[src/rtl/mac_neurona.sv]
// Fixed-point MAC neuron: accumulates NumInputs Entrada*Peso products at full
// precision, then rescales by FracBits and saturates into Salida.
module mac_neurona #(
  parameter int Width     = 24,
  parameter int FracBits  = 10,
  parameter int NumInputs = 4
) (
  input  logic                    CLK,
  input  logic                    reset,
  input  logic                    Start,
  input  logic                    Dato_valido,
  input  logic signed [Width-1:0] Entrada,
  input  logic signed [Width-1:0] Peso,
  output logic                    Listo,
  output logic signed [Width-1:0] Salida,
  output logic                    Valido
);

  localparam int PW = 2 * Width;
  localparam int AW = PW + $clog2(NumInputs);
  localparam int CW = $clog2(NumInputs + 1);

  localparam logic signed [AW-1:0] SAT_MAX = {{(AW-Width+1){1'b0}}, {(Width-1){1'b1}}};
  localparam logic signed [AW-1:0] SAT_MIN = {{(AW-Width+1){1'b1}}, {(Width-1){1'b0}}};

  typedef enum logic [1:0] {IDLE, ACUM, FIN} state_t;

  state_t                 state, state_nxt;
  logic signed [AW-1:0]   acc;
  logic [CW-1:0]          cnt;
  logic signed [PW-1:0]   prod;
  logic signed [AW-1:0]   prod_ext;
  logic signed [AW-1:0]   shifted;
  logic signed [Width-1:0] sat;
  logic                   take, last, start_ok;

  assign prod     = PW'(Entrada) * PW'(Peso);
  assign prod_ext = {{(AW-PW){prod[PW-1]}}, prod};
  assign take     = (state == ACUM) && Dato_valido;
  assign last     = (cnt == CW'(NumInputs - 1));
  assign start_ok = (state == IDLE) && Start;
  assign Listo    = (state == IDLE);

  // Floor rescale: arithmetic shift of the signed accumulator, then clamp.
  assign shifted = acc >>> FracBits;

  always_comb begin
    sat = shifted[Width-1:0];
    if (shifted > SAT_MAX)      sat = SAT_MAX[Width-1:0];
    else if (shifted < SAT_MIN) sat = SAT_MIN[Width-1:0];
  end

  always_ff @(posedge CLK or negedge reset) begin
    if (!reset) state <= IDLE;
    else        state <= state_nxt;
  end

  always_comb begin
    state_nxt = state;
    case (state)
      IDLE:    if (Start) state_nxt = ACUM;
      ACUM:    if (Dato_valido && last) state_nxt = FIN;
      FIN:     state_nxt = IDLE;
      default: state_nxt = IDLE;
    endcase
  end

  always_ff @(posedge CLK or negedge reset) begin
    if (!reset) begin
      acc    <= '0;
      cnt    <= '0;
      Salida <= '0;
      Valido <= 1'b0;
    end else begin
      Valido <= (state == FIN);
      if (start_ok) begin
        acc <= '0;
        cnt <= '0;
      end else if (take) begin
        acc <= acc + prod_ext;
        cnt <= cnt + CW'(1);
      end
      if (state == FIN) Salida <= sat;
    end
  end

endmodule
[config.mk]
export PLATFORM = sky130hd
export DESIGN_NAME = mac_neurona
export DESIGN_NICKNAME = d
export VERILOG_FILES = /design/src/rtl/mac_neurona.sv
export SDC_FILE = /design/constraint.sdc
export NUM_CORES = 2
export LEC_CHECK = 0
export CORE_MARGIN = 2
export CORE_UTILIZATION = 60
export CTS_CLUSTER_DIAMETER = 80
export DETAILED_ROUTE_END_ITERATION = 7
export MAX_ROUTING_LAYER = met4
export PLACE_DENSITY_LB_ADDON = 0.08
export SYNTH_ARGS = -nofsm -noshare
export SYNTH_HDL_FRONTEND = slang
export SYNTH_SLANG_ARGS = --single-unit
[constraint.sdc]
create_clock -name CLK -period 6.63 [get_ports CLK]
set_input_delay 1.989 -clock CLK [delete_from_list [all_inputs] [get_ports CLK]]
set_output_delay 1.989 -clock CLK [all_outputs]
set_load 0.01 [all_outputs]
==> reports/metrics.csv <==
stage;metric;value;unit
global_route;antenna_found_initial;0;
sta;worst-slew-pin-transition;1.07;ns
placed_design;portBuffers;77;
global_route;grt_overflow;0;
critical_path;required;6.82;ns
detailed_routing;wl;77.5;mm
sta;rsz0062_at_grt;true;
floorplanning;die_x;213;um
cts;cts_inserted_buffers;9;
detailed_routing;vias_per_cell;5.52;
global_route;grt_pass1_vias;23400;
synth;ys_seq_area_share;7.64;%
outcome;violations;negative setup slack;
cts;cts.root.buffer_cell;clkbuf_16;
synth;synth-edff-count;0;
placed_design;dp_hpwl;58.4;mm
global_route;grt_max_degree;81;
placed_design;dp.cells;3703;
sta;period_needed;8.23;ns
global_route;grt_first_pass_wirelength;126;mm
layout;diodes;0;
synth;synth_seq_cells;80;
layout;design_area;34100;sq um
layout;mostFrequentLayoutCell;inv_1;
synth;synthTopCellsByArea;fa_1 51%, inv_1 10%, ha_1 7.9%;
layout;areaGrowthSynthToFinish;30.2;%
critical_path;cp-start-kind;input pin;
cts;path_clk_slew;0.07;ns
synth;yosys_warnings;0;
cts;clock_sinks;80;
cts;ctsHoldBuffers;0;
floorplanning;dieArea;45400;sq um
cts;insertion_delay;0.34;ns
detailed_routing;drt_iter0_drc;1707;
cts;cts_tree;done;
detailed_routing;drtPass1Iterations;7;
synth;syn_inst;2845;
sta;skew;0.0114;ns
detailed_routing;wl_per_cell;20.0;um
critical_path;cp-end-kind;flip-flop;
floorplanning;row_count;76;
synth;synth.distinct_cells;60;
sta;finalSetupViolCount;41;
detailed_routing;ant_nets;0;
floorplanning;ios;78;
placed_design;gp_congestion;0.901;
synth;synth_top_area_share;50.9;%
synth;syn-cell-area;26200;sq um
synth;async_flop_share;100;%
cts;htreeDepth;3;
synth;synth_area_leader_cell;fa_1;
floorplanning;die_h;213;um
floorplanning;initial_core_util;60.8;%
layout;final_cells;3882;
run;drv_cap;0;
sta;hold_violations;0;
critical_path;worstPathMaxFanout;3;
sta;fin_crit_sh;124;%
detailed_routing;via_count;21400;
outcome;status;complete, but fails checks;
detailed_routing;drc_errors;0;
critical_path;critPathKind;in -> reg;
min_path;hp-class;reg -> reg;
synth;syn-num-nets;3728;
sta;hold_ws;0.491;ns
layout;fin_nets;4175;
global_route;grt_usage;37.5;%
synth;synthFlopType;dfrtp_1;
sta;drv_slew;0;
sta;slew_headroom;28.5;%
sta;max_freq;122;MHz
critical_path;arrival;8.41;ns
synth;syn_avg_cell_area;9.21;sq um
cts;clock_path_buffers;2;
placed_design;placed_area;30600;sq um
sta;setup_slack;-1.60;ns
layout;layout-drive-gt1-share;27.2;%
floorplanning;core;43100;sq um
layout;final_cell_mix;652 x inv_1, 608 x fa_1, 416 x nand2_1, 332 x buf_4, 171 x and2_1;
## critical path, cell delays in order
cell and delay (ns):
clkdlybuf4s15_1 0.18, buf_6 0.14, buf_4 0.12, nand2_2 0.05
fa_1 0.53, inv_1 0.05, fa_1 0.49, inv_2 0.04
fa_1 0.48, fa_1 0.53, inv_2 0.05, fa_1 0.48
fa_1 0.58, inv_2 0.05, fa_1 0.52, inv_2 0.05
ha_4 0.25, a21oi_4 0.13, nand2_1 0.07, or4_4 0.44
o21ai_4 0.20, a2bb2oi_4 0.09, a311o_1 0.39, and3_4 0.17
nor2_4 0.10, xor2_1 0.15, o21ai_1 0.08
## per-stage QoR
step | TNS [ns] | util (%) | setup slack (ns)
after global placement | -73.30 | 70.9 | -2.22
after detailed placement | -74.96 | 70.9 | -2.26
after global routing | -52.29 | 79.2 | -1.71
after CTS | -43.43 | 77.7 | -1.54
final | -45.56 | 79.2 | -1.60
after floorplan | -30.23 | - | -1.37
## synthesized netlist by cell type (all sizes together), types with 2 or more instances
| master | instances |
|---|---|
| nor2b | 6 |
| o211ai | 4 |
| nand3 | 9 |
| a211o | 2 |
| nor4 | 5 |
| o21a | 6 |
| and3 | 2 |
| nor3 | 6 |
| o21ai | 92 |
| xnor2 | 39 |
| nand2 | 457 |
| o21bai | 7 |
| nand2b | 9 |
| nand4 | 13 |
| o31ai | 4 |
| clkbuf | 124 |
| a22o | 3 |
| nor3b | 3 |
| or4 | 2 |
| xor2 | 19 |
| and2 | 215 |
| nor2 | 74 |
| o22a | 2 |
| a31oi | 4 |
| a211oi | 3 |
| a21o | 24 |
| dfrtp | 80 |
| o41ai | 2 |
| inv | 712 |
| fa | 666 |
| buf | 2 |
| ha | 165 |
| a21oi | 65 |
## flip-flops by register name, summed over array words and instances, names as in the netlist
| signal | cells |
|---|---|
| state | 2 |
| acc | 50 |
| Valido | 1 |
| Salida | 24 |
| cnt | 3 |
## metal layers
metal  global-route usage [%]  routed length, um  up-vias
met3                     5.88               6310      239
li1                         -                  -     9170
met1                     50.6              31100    11000
met4                     13.6               3750        0
met5                        -                  0        -
met2                     58.1              36400     1015
## timing repair
action | 4_1_cts | 5_1_grt
setup buffers | 113 | 37
pin swaps | 202 | 135
gates resized for setup | 442 | 164
gates cloned | 22 | 2
endpoints found under the setup margin | 42 | 41
## kinds of logic (layout without fill, tap and decap cells)
kind of cell	count (synthesis)	in the layout	synth area share (%)
mux	1	1	0.0382
simple gates	805	805	14.2
flops	80	80	7.64
xor+xnor	58	58	1.94
compound gates	232	232	5.48
fa+ha+maj	831	831	58.8
buf+inv	838	1290	12.0
## path summary, 6_finish.rpt
| path | end | slack [ns] | startpoint | depth (start not counted) |
|---|---|---|---|---|
| worst max-delay path | acc[48]$_DFFE_PN0P_ | -1.60 | Entrada[17] | 27 |
| worst min-delay path | Salida[21]$_DFFE_PN0P_ | 0.49 | Salida[21]$_DFFE_PN0P_ | 2 |
| worst max register to register | acc[48]$_DFFE_PN0P_ | 1.26 | acc[12]$_DFFE_PN0P_ | 18 |
| worst min register to register | Salida[21]$_DFFE_PN0P_ | 0.49 | Salida[21]$_DFFE_PN0P_ | 2 |
| max in group asynchronous | acc[8]$_DFFE_PN0P_ | 4.10 | reset | 1 |
| min in group asynchronous | acc[45]$_DFFE_PN0P_ | 1.83 | reset | 1 |
## cell type report
cell class | count | area [sq um]
clock buffers | 9 | 225
clock inverters | 7 | 103
fillers | 2720 | 8960
inverters | 712 | 2680
multi-input cells | 1927 | 22600
flip-flops and latches | 80 | 2000
well taps | 585 | 732
repair buffers | 562 | 5790
Power is not shown: default switching activity piles up to over one toggle a cycle in this logic, so the estimate is an artifact.
